File: src/rtl/uart_tx_fifo.sv
// -----------------------------------------------------------------------------
// uart_tx_fifo
//
// Purpose
//   Byte FIFO sitting in front of a UART transmitter. Bytes written by the
//   host are queued in a DEPTH x 8 circular buffer and handed to the
//   transmitter one at a time through a single-cycle launch strobe. After each
//   launch the block waits for the transmitter to raise tx_busy and then drop
//   it again before launching the next byte. If tx_busy never rises within
//   BUSY_TIMEOUT cycles the byte is considered lost and the next one is
//   launched (no retry).
//
// Parameters
//   DEPTH         FIFO entries; power of two, >= 2 (default 16)
//   BUSY_TIMEOUT  cycles to wait for tx_busy after a launch; 1..15 (default 4)
//
// Ports
//   clk         in   1               clock, all state on the rising edge
//   rstn        in   1               asynchronous active-low reset
//   wr_data     in   8               byte to enqueue
//   wr_en       in   1               enqueue request, sampled each rising edge
//   full        out  1               FIFO holds DEPTH entries
//   empty       out  1               FIFO holds no entries
//   level       out  $clog2(DEPTH)+1 current entry count
//   tx_data     out  8               byte presented to the transmitter
//   tx_valid    out  1               one-cycle launch strobe
//   tx_busy     in   1               transmitter busy
//
// Optional feature (macro UART_TX_FIFO_OVF_EN)
//   ovf_clr     in   1               clears overflow and drop_count
//   overflow    out  1               sticky: a write was dropped while full
//   drop_count  out  8               number of dropped writes, saturating
//   Without the macro these ports do not exist and dropped writes are silent.
// -----------------------------------------------------------------------------
module uart_tx_fifo #(
    parameter int DEPTH        = 16,
    parameter int BUSY_TIMEOUT = 4
) (
    input  logic                       clk,
    input  logic                       rstn,
    input  logic [7:0]                 wr_data,
    input  logic                       wr_en,
    output logic                       full,
    output logic                       empty,
    output logic [$clog2(DEPTH):0]     level,
    output logic [7:0]                 tx_data,
    output logic                       tx_valid,
    input  logic                       tx_busy
`ifdef UART_TX_FIFO_OVF_EN
    ,
    input  logic                       ovf_clr,
    output logic                       overflow,
    output logic [7:0]                 drop_count
`endif
);

    localparam int AW = $clog2(DEPTH);
    localparam int CW = AW + 1;
    localparam int TW = 4;

    localparam logic [CW-1:0] COUNT_FULL = CW'(DEPTH);
    localparam logic [TW-1:0] TMO_LIMIT  = TW'(BUSY_TIMEOUT);

    // Launch FSM encoding
    localparam logic [1:0] ST_IDLE      = 2'd0;
    localparam logic [1:0] ST_LAUNCH    = 2'd1;
    localparam logic [1:0] ST_WAIT_BUSY = 2'd2;
    localparam logic [1:0] ST_WAIT_DONE = 2'd3;

    // -------------------------------------------------------------------------
    // State
    // -------------------------------------------------------------------------
    logic [7:0]    mem_q [DEPTH];

    logic [AW-1:0] wr_ptr_q, wr_ptr_d;
    logic [AW-1:0] rd_ptr_q, rd_ptr_d;
    logic [CW-1:0] count_q,  count_d;
    logic [1:0]    state_q,  state_d;
    logic [TW-1:0] tmo_q,    tmo_d;
    logic [7:0]    tx_data_q, tx_data_d;
    logic          tx_valid_q, tx_valid_d;

    logic          full_w;
    logic          wr_accept;
    logic          pop;
    logic [TW-1:0] tmo_inc;

    // -------------------------------------------------------------------------
    // Status flags come straight from the registered count so that wr_en and
    // tx_busy never reach them combinationally.
    // -------------------------------------------------------------------------
    assign full_w = (count_q == COUNT_FULL);
    assign full   = full_w;
    assign empty  = (count_q == '0);
    assign level  = count_q;

    assign tx_data  = tx_data_q;
    assign tx_valid = tx_valid_q;

    // A write is judged against the registered full flag only; a pop in the
    // same cycle does not make room for it.
    assign wr_accept = wr_en & ~full_w;

    // Pop only from IDLE and only while the transmitter is idle, so a strobe
    // can never follow an edge at which tx_busy was high.
    assign pop = (state_q == ST_IDLE) && (count_q != '0) && !tx_busy;

    assign tmo_inc = tmo_q + TW'(1);

    // -------------------------------------------------------------------------
    // Pointer and count update
    // -------------------------------------------------------------------------
    always_comb begin
        wr_ptr_d = wr_ptr_q;
        rd_ptr_d = rd_ptr_q;
        count_d  = count_q;

        // DEPTH is a power of two, so natural AW-bit overflow gives the wrap.
        if (wr_accept) begin
            wr_ptr_d = wr_ptr_q + AW'(1);
        end
        if (pop) begin
            rd_ptr_d = rd_ptr_q + AW'(1);
        end

        case ({wr_accept, pop})
            2'b10:   count_d = count_q + CW'(1);
            2'b01:   count_d = count_q - CW'(1);
            default: count_d = count_q;
        endcase
    end

    // -------------------------------------------------------------------------
    // Launch FSM
    // -------------------------------------------------------------------------
    always_comb begin
        state_d    = state_q;
        tmo_d      = tmo_q;
        tx_data_d  = tx_data_q;
        tx_valid_d = tx_valid_q;

        case (state_q)
            ST_IDLE: begin
                if (pop) begin
                    tx_data_d  = mem_q[rd_ptr_q];
                    tx_valid_d = 1'b1;
                    state_d    = ST_LAUNCH;
                end
            end

            ST_LAUNCH: begin
                // Strobe lasts exactly the one cycle spent in LAUNCH.
                tx_valid_d = 1'b0;
                tmo_d      = '0;
                state_d    = ST_WAIT_BUSY;
            end

            ST_WAIT_BUSY: begin
                if (tx_busy) begin
                    state_d = ST_WAIT_DONE;
                end else begin
                    tmo_d = tmo_inc;
                    // Transmitter never acknowledged: give the byte up.
                    if (tmo_inc == TMO_LIMIT) begin
                        state_d = ST_IDLE;
                    end
                end
            end

            ST_WAIT_DONE: begin
                if (!tx_busy) begin
                    state_d = ST_IDLE;
                end
            end

            default: begin
                state_d    = ST_IDLE;
                tx_valid_d = 1'b0;
            end
        endcase
    end

    // -------------------------------------------------------------------------
    // Registers with asynchronous reset
    // -------------------------------------------------------------------------
    always_ff @(posedge clk or negedge rstn) begin
        if (!rstn) begin
            wr_ptr_q   <= '0;
            rd_ptr_q   <= '0;
            count_q    <= '0;
            state_q    <= ST_IDLE;
            tmo_q      <= '0;
            tx_data_q  <= 8'h00;
            tx_valid_q <= 1'b0;
        end else begin
            wr_ptr_q   <= wr_ptr_d;
            rd_ptr_q   <= rd_ptr_d;
            count_q    <= count_d;
            state_q    <= state_d;
            tmo_q      <= tmo_d;
            tx_data_q  <= tx_data_d;
            tx_valid_q <= tx_valid_d;
        end
    end

    // Buffer storage carries no reset; stale contents are unreachable once
    // the pointers and count are cleared.
    always_ff @(posedge clk) begin
        if (wr_accept) begin
            mem_q[wr_ptr_q] <= wr_data;
        end
    end

`ifdef UART_TX_FIFO_OVF_EN
    // -------------------------------------------------------------------------
    // Overflow reporting
    // -------------------------------------------------------------------------
    logic       overflow_q,   overflow_d;
    logic [7:0] drop_count_q, drop_count_d;
    logic       drop;

    assign drop = wr_en & full_w;

    // Clear takes priority over a drop in the same cycle.
    always_comb begin
        overflow_d   = overflow_q;
        drop_count_d = drop_count_q;
        if (ovf_clr) begin
            overflow_d   = 1'b0;
            drop_count_d = 8'h00;
        end else if (drop) begin
            overflow_d = 1'b1;
            if (drop_count_q != 8'hFF) begin
                drop_count_d = drop_count_q + 8'd1;
            end
        end
    end

    always_ff @(posedge clk or negedge rstn) begin
        if (!rstn) begin
            overflow_q   <= 1'b0;
            drop_count_q <= 8'h00;
        end else begin
            overflow_q   <= overflow_d;
            drop_count_q <= drop_count_d;
        end
    end

    assign overflow   = overflow_q;
    assign drop_count = drop_count_q;
`endif

endmodule

File: config.mk
export PLATFORM = sky130hd
export DESIGN_NAME = uart_tx_fifo
export DESIGN_NICKNAME = d
export VERILOG_FILES = /design/src/rtl/uart_tx_fifo.sv
export SDC_FILE = /design/constraint.sdc
export NUM_CORES = 1
export LEC_CHECK = 0
export ABC_AREA = 1
export BUFFER_PORTS_ARGS = -buffer_cell sky130_fd_sc_hd__clkbuf_2
export CAP_MARGIN = 20
export CORE_ASPECT_RATIO = 0.7
export CORE_MARGIN = 1
export CORE_UTILIZATION = 60
export CTS_CLUSTER_DIAMETER = 120
export DETAILED_ROUTE_END_ITERATION = 7
export HOLD_SLACK_MARGIN = 0.03
export PLACE_DENSITY = 0.81
export SYNTH_ARGS = -nofsm -noshare
export SYNTH_HDL_FRONTEND = slang
export SYNTH_SLANG_ARGS = --single-unit
File: constraint.sdc
create_clock -name clk -period 2.7 [get_ports clk]
set_clock_uncertainty 0.2 [all_clocks]
set_input_delay 0.405 -clock clk [delete_from_list [all_inputs] [get_ports clk]]
set_output_delay 0.405 -clock clk [all_outputs]
set_load 0.03 [all_outputs]
==> metrics.csv, run 1 <==
stage,metric,value,unit
outcome,status,"finished, final reports clean",
critical_path,critical path cell sequence,"inv_1, nand2_1, nor2_1, nand2_1, inv_1, ha_1, inv_1, fa_1, inv_1, nand2_1, nand2_1, a21oi_1, xor2_1, nand2_1, nand2_1",
place,Placed Cells,888,
synthesis,"area leader, netlist",edfxtp_1,
floorplan,DIE AREA,12100,sq um
sta,Max Slew Vio Count,0,
power_and_ir_drop,PwrDens,1090,nW/um^2
floorplan,chip width,131,um
finish,"commonest non-fill, non-tap cell in the layout",nand2_1,
floorplan,Initial Utilization,62.6,%
cts,Bufs on Longest Clock Path,2,
cts,Num Clock Sinks,156,
synthesis,Area contributors post-synth,"edfxtp_1, nand2_1, dfrtp_1",
global_routing,grt ovf,0,
detailed_routing,vias,5097,
synthesis,"Seq/Total Area, Yosys",64.8,%
synthesis,multiplexer share of the synthesized area,0,%
critical_path,Crit path buffers/inverters,4,
cts,Post-CTS Hold Buffers,1,
worst_hold_path,Worst Hold Class,input port to flop,
power_and_ir_drop,internal power,5.18,mW
finish,layout net count,778,
power_and_ir_drop,Reg power frac,37.3,%
critical_path,Worst setup SP type,flop,
sta,RSZ-0062 raised after global routing,false,
critical_path,CP max stage delay,0.40,ns
critical_path,Critical Path RT,2.81,ns
detailed_routing,WL/cell,17.6,um
synthesis,xor/xnor share of the synthesized area,1.12,%
cts,worst skew pair latency,0.42,ns
critical_path,Crit. End Element,flop,
place,DP Area,7360,sq um
sta,worst hold margin,0.146,ns
sta,Slew HR,52.8,%
power_and_ir_drop,combinational share of power,36.5,%
synthesis,Synth cell types,24,
power_and_ir_drop,Tot Pwr,8.62,mW
synthesis,mean post-synth cell area,9.85,sq um
synthesis,area of the mapped netlist,7020,sq um
floorplan,FP Rows,32,
detailed_routing,DRT Pass-1 Iters,5,
sta,Final period util,92.2,%
global_routing,vias in the first global route,4955,
power_and_ir_drop,Switch Pwr,3.44,mW
sta,Fin Setup TNS,0,ns
global_routing,total global-route track usage,28.9,%
finish,fin cells,921,
sta,Max Clk Rate,402,MHz
floorplan,I/O pin count,28,
cts,clk slew on worst S/H paths,0.07,ns
sta,final hold vios,0,
finish,register area,4550,sq um
place,IO Port Bufs,27,
synthesis,Post-Synth Simple-Gate Area,21.6,%
detailed_routing,post-route ant nets,0,
sta,minimum clock period,2.49,ns
sta,Slew @ Worst Pin,0.707,ns
detailed_routing,drt drc,0,
cts,clk root buf,clkbuf_16,
floorplan,core area,11200,sq um
finish,post-layout instance area,7940,sq um
sta,"Setup violations, final",0,
place,Final HPWL DP,10300,um
global_routing,largest net degree at the start of global routing,39,
detailed_routing,overall routed net length,16200,um
cts,Num CTS Buffers,17,
global_routing,first-pass GRT wire length,25800,um
synthesis,Synth Area in Compound Gates,1.07,%
finish,Antenna diodes,0,
floorplan,die span in y,92.5,um
synthesis,Synthesized Nets,735,
cts,# H-tree levels,4,
detailed_routing,vias per cell,5.53,
critical_path,Worst Path Max Fanout,5,
critical_path,Reg2Reg Setup Slack,0.21,ns
run,max_cap viols,0,
place,Routability Congestion,0.860,
power_and_ir_drop,Clk pwr share,26.2,%
synthesis,Mapped Cells,712,
cts,CTS tree,built,
cts,Post-CTS Setup Bufs,0,
finish,layout cells sized above 1,11.5,%
critical_path,WS Path Type,flop to flop,
synthesis,post-synthesis register bit count,156,
synthesis,Synth Warn #,0,
power_and_ir_drop,Leakage,3.64,nW
detailed_routing,1st-iter DRT viols,560,
critical_path,Critical Path Slowest Stage Cell,dfrtp_1,
power_and_ir_drop,Switching Fraction,39.9,%
synthesis,post-synthesis adder-cell area fraction,2.07,%
critical_path,arrival time worst endpoint,2.60,ns
synthesis,Yosys top cell area share,54.8,%
finish,Fillers,778,
finish,P&R area growth vs syn,13.1,%
global_routing,initial antenna violation count,0,
cts,cts repair resizes,0,
critical_path,most frequent CP cell,nand2_1,
finish,"commonest cells after routing, fill and taps aside","nand2_1, inv_1, edfxtp_1",
power_and_ir_drop,maximum vdd drop,0.000696,V
critical_path,cell family with most CP delay,adder cells,
finish,footprint of the multi-input gates,1810,sq um
synthesis,largest family of logic cells by synthesized area,simple AND/OR/NAND/NOR gates,
[stage by stage]
step | util, % | worst slack [ns]
2_1_floorplan | - | 0.116
3_3_place_gp | 65.7 | 0.376
3_5_place_dp | 65.7 | 0.256
4_1_cts | 70.8 | 0.228
5_1_grt | 70.8 | 0.0117
6_report | 70.8 | 0.211
[cell type report]
class | count | area share, %
clock inverter | 15 | 1.78
multi-input combinational | 396 | 22.9
sequential | 156 | 57.3
clock buffer | 17 | 5.36
inverter | 132 | 6.24
timing repair buffer | 52 | 4.10
tap | 153 | 2.41
[path summary, 6_finish.rpt]
check / end / from / cells after the start
max: level[4] / state_q[1] / 15
min: tmo_q[1] / tx_busy / 4
min in group asynchronous: tmo_q[3] / rstn / 2
max in group asynchronous: rd_ptr_q[0] / rstn / 2
max reg2reg: level[4] / state_q[1] / 15
min reg2reg: tx_data[0] / tx_data[0] / 2
[flip-flops by register name, summed over array words and instances (netlist names)]
register and count:
state_q 2, wr_ptr_q 4, tx_data 8, tx_valid 1, tmo_q 4, rd_ptr_q 4, level 5, mem_q 128
[kinds of logic after synthesis]
family	Yosys count
AO/OA/AOI/OAI	14
adder cells (fa/ha/maj)	11
AND/OR/NAND/NOR	362
XOR/XNOR	9
buffers and inverters	160
flip-flops	156
[power groups by stage]
stage / Combinational, mW / Sequential [mW] / Clock, mW
finish: 3.14 / 3.22 / 2.26
global route: 3.46 / 3.25 / 2.38
CTS: 3.11 / 3.21 / 2.28
detailed placement: 3.05 / 3.26 / 0
global placement: 2.92 / 3.23 / 0
floorplan: 2.04 / 3.39 / 0
[worst register-to-register path: stages, from the launching register on]
cell and delay [ns]:
dfrtp_1 0.40, inv_1 0.10, nand2_1 0.10, nor2_1 0.15
nand2_1 0.09, inv_1 0.08, ha_1 0.27, inv_1 0.08
fa_1 0.39, inv_1 0.08, nand2_1 0.06, nand2_1 0.06
a21oi_1 0.07, xor2_1 0.14, nand2_1 0.06, nand2_1 0.05
[per-layer routing]
| layer | share of wire [%] | global-route usage, % | wire length, um | up-vias |
|---|---|---|---|---|
| met5 | 0 | 0 | 0 | - |
| li1 | - | - | - | 2370 |
| met3 | 9.1 | 5.42 | 1480 | 19 |
| met2 | 47 | 45.3 | 7570 | 249 |
| met1 | 43 | 41.2 | 6940 | 2459 |
| met4 | 1.4 | 9.30 | 230 | 0 |
[Yosys cell counts]
| cell | n |
|---|---|
| inv_2 | 2 |
| clkinv_1 | 1 |
| nand2_2 | 2 |
| o21bai_1 | 1 |
| a31oi_1 | 1 |
| fa_1 | 1 |
| ha_1 | 10 |
| edfxtp_1 | 128 |
| o21ai_0 | 5 |
| buf_4 | 7 |
| o22ai_1 | 1 |
| buf_6 | 1 |
| nand4_1 | 3 |
| nor2_1 | 13 |
| a21oi_1 | 6 |
| inv_1 | 129 |
| nand2_1 | 229 |
| xor2_1 | 7 |
| buf_2 | 19 |
| xnor2_1 | 2 |
| dfrtp_1 | 28 |
| buf_1 | 1 |
| nor3_1 | 13 |
| nand3_1 | 102 |
Power figures use the tool's default switching activity.
==> run 2: changes to the inputs <==
Settings changed: CTS_CLUSTER_SIZE set to 14.
Clock period 2.7 ns to 2.65 ns, I/O delays scaled along.
==> metrics.csv, run 2 (synthesized netlist as in run 1, its figures left out) <==
stage,metric,value,unit,change
cts,# H-tree levels,4,,unchanged
critical_path,most frequent CP cell,nand2_1,,
detailed_routing,vias per cell,5.46,,-1.4%
detailed_routing,1st-iter DRT viols,519,,-7.3%
run,max_cap viols,0,,unchanged
sta,final worst setup slack,0.294,ns,+0.0831 ns
sta,Slew @ Worst Pin,0.731,ns,+0.0233 ns
place,DP Worst Slack,0.223,ns,-0.0329 ns
floorplan,core area,11200,sq um,unchanged
finish,max reg flops,128,,unchanged
finish,"commonest non-fill, non-tap cell in the layout",nand2_1,,
detailed_routing,WL/cell,17.4,um,-1.3%
finish,Antenna diodes,0,,unchanged
sta,Max Slew Vio Count,0,,unchanged
critical_path,WS Path Type,flop to flop,,
finish,layout cells sized above 1,11.3,%,-0.12 points
sta,Slew HR,51.3,%,-1.6 points
cts,Num Clock Sinks,156,,unchanged
critical_path,Worst Path Max Fanout,5,,unchanged
cts,CTS tree,built,,
sta,minimum clock period,2.36,ns,-0.133 ns
floorplan,I/O pin count,28,,unchanged
outcome,status,"finished, final reports clean",,
sta,RSZ-0062 raised after global routing,false,,
sta,Final period util,88.9,%,-3.3 points
finish,Fillers,774,,-0.51%
place,Final HPWL DP,10000,um,-2.3%
finish,footprint of the multi-input gates,1830,sq um,+0.69%
floorplan,Initial Utilization,62.6,%,unchanged
detailed_routing,post-route ant nets,0,,unchanged
finish,most flop-heavy register,mem_q,,
power_and_ir_drop,maximum vdd drop,0.000972,V,+40%
floorplan,chip width,131,um,unchanged
detailed_routing,DRT Pass-1 Iters,5,,unchanged
floorplan,DIE AREA,12100,sq um,unchanged
finish,post-layout instance area,7970,sq um,+0.33%
critical_path,Crit. End Element,flop,,
detailed_routing,vias,5022,,-1.5%
finish,P&R area growth vs syn,13.5,%,
finish,"commonest cells after routing, fill and taps aside","nand2_1, inv_1, edfxtp_1",,
cts,worst skew pair latency,0.42,ns,about the same
detailed_routing,Top Metal Used,met4,,
sta,worst hold margin,0.117,ns,-0.0288 ns
place,DP Area,7370,sq um,about the same
global_routing,initial antenna violation count,0,,unchanged
floorplan,FP Rows,32,,unchanged
global_routing,first-pass GRT wire length,25700,um,-0.69%
critical_path,Critical Path RT,2.77,ns,-0.04 ns
global_routing,total global-route track usage,28.7,%,-0.19 points
critical_path,Worst setup SP type,flop,,
worst_hold_path,Worst Hold Class,input port to flop,,
critical_path,arrival time worst endpoint,2.47,ns,-0.13 ns
sta,final hold vios,0,,unchanged
global_routing,largest net degree at the start of global routing,67,,+72%
finish,layout net count,777,,-0.13%
floorplan,die span in y,92.5,um,unchanged
critical_path,critical path cell sequence,"inv_1, nand2_1, nor2_1, nand2_1, inv_1, ha_4, inv_1, fa_1, inv_1, nand2_1, nand2_1, a21oi_1, xor2_1, nand2_1, nand2_1",,
critical_path,CP max stage delay,0.40,ns,about the same
sta,Max Clk Rate,424,MHz,+5.6%
global_routing,grt ovf,0,,unchanged
detailed_routing,met1 WL,6660,um,-4.1%
place,Routability Congestion,0.858,,-0.22%
place,IO Port Bufs,27,,unchanged
detailed_routing,overall routed net length,16000,um,-1.4%
global_routing,vias in the first global route,5002,,+0.95%
detailed_routing,WL met2,7410,um,-2.2%
critical_path,Critical Path Slowest Stage Cell,dfrtp_1,,
cts,Num CTS Buffers,17,,unchanged
power_and_ir_drop,PwrDens,1110,nW/um^2,+1.8%
cts,clk slew on worst S/H paths,0.06,ns,about the same
detailed_routing,drt drc,0,,unchanged
sta,"Setup violations, final",0,,unchanged
finish,register area,4550,sq um,unchanged
power_and_ir_drop,Leakage,3.67,nW,+0.95%
sta,Fin Setup TNS,0,ns,unchanged
power_and_ir_drop,Tot Pwr,8.81,mW,+2.1%
cts,Bufs on Longest Clock Path,2,,unchanged
detailed_routing,met3 WL,1580,um,+6.8%
cts,clk root buf,clkbuf_16,,
-- run 2: layout make-up --
class	count	area share, %
sequential	156	57.1
clock inverter	9	0.691
clock buffer	23	6.53
multi-input combinational	396	22.9
timing repair buffer	51	4.15
inverter	132	6.22
tap	153	2.40
-- run 2: where the power goes --
group / switching (mW) / total, mW / leakage (nW) / internal (mW)
Clock: 0.933 / 2.31 / 0.294 / 1.38
Combinational: 2.27 / 3.21 / 1.88 / 0.946
Sequential: 0.235 / 3.28 / 1.50 / 3.05
Total: 3.43 / 8.81 / 3.67 / 5.37
-- run 2: metal layers --
layer | global-route usage [%] | vias up
li1 | - | 2360
met1 | 38.0 | 2369
met2 | 45.7 | 258
met3 | 8.26 | 35
met4 | 10.2 | 0
met5 | 0 | -
-- run 2: repair_timing --
| action | 4_1_cts | 5_1_grt |
|---|---|---|
| hold buffers | 1 | 0 |
| hold endpoints to repair | 28 | 0 |
| buffers inserted | 0 | 0 |
| gates resized for setup | 0 | 2 |
| endpoints found under the setup margin | 0 | 1 |
-- run 2: worst max-delay path, delay by kind of cell, from the launching register on --
kind | cells | cell delay, ns
and+or+nand+nor | 7 | 0.54
xor gates and xnor gates | 1 | 0.14
adders and majority gates | 2 | 0.56
AOI/OAI and AO/OA | 1 | 0.06
DFF | 1 | 0.40
buffers and inverters | 4 | 0.33
-- run 2: through the flow --
step           util (%)  std cells
2_1_floorplan         -        712
3_3_place_gp       65.7        887
3_5_place_dp       65.7        887
4_1_cts            70.9        920
5_1_grt            71.0        920
6_report           71.0        920
-- run 2: worst paths after layout --
check | slack [ns] | cells after the start | from | end
setup / recovery | 0.29 | 15 | state_q[1] | level[4]
hold / removal | 0.12 | 4 | tx_busy | tmo_q[1]
setup reg to reg | 0.29 | 15 | state_q[1] | level[4]
hold reg to reg | 0.28 | 2 | tx_data[7] | tx_data[7]
max in group asynchronous | 1.40 | 2 | rstn | rd_ptr_q[0]
min in group asynchronous | 0.36 | 2 | rstn | tmo_q[0]
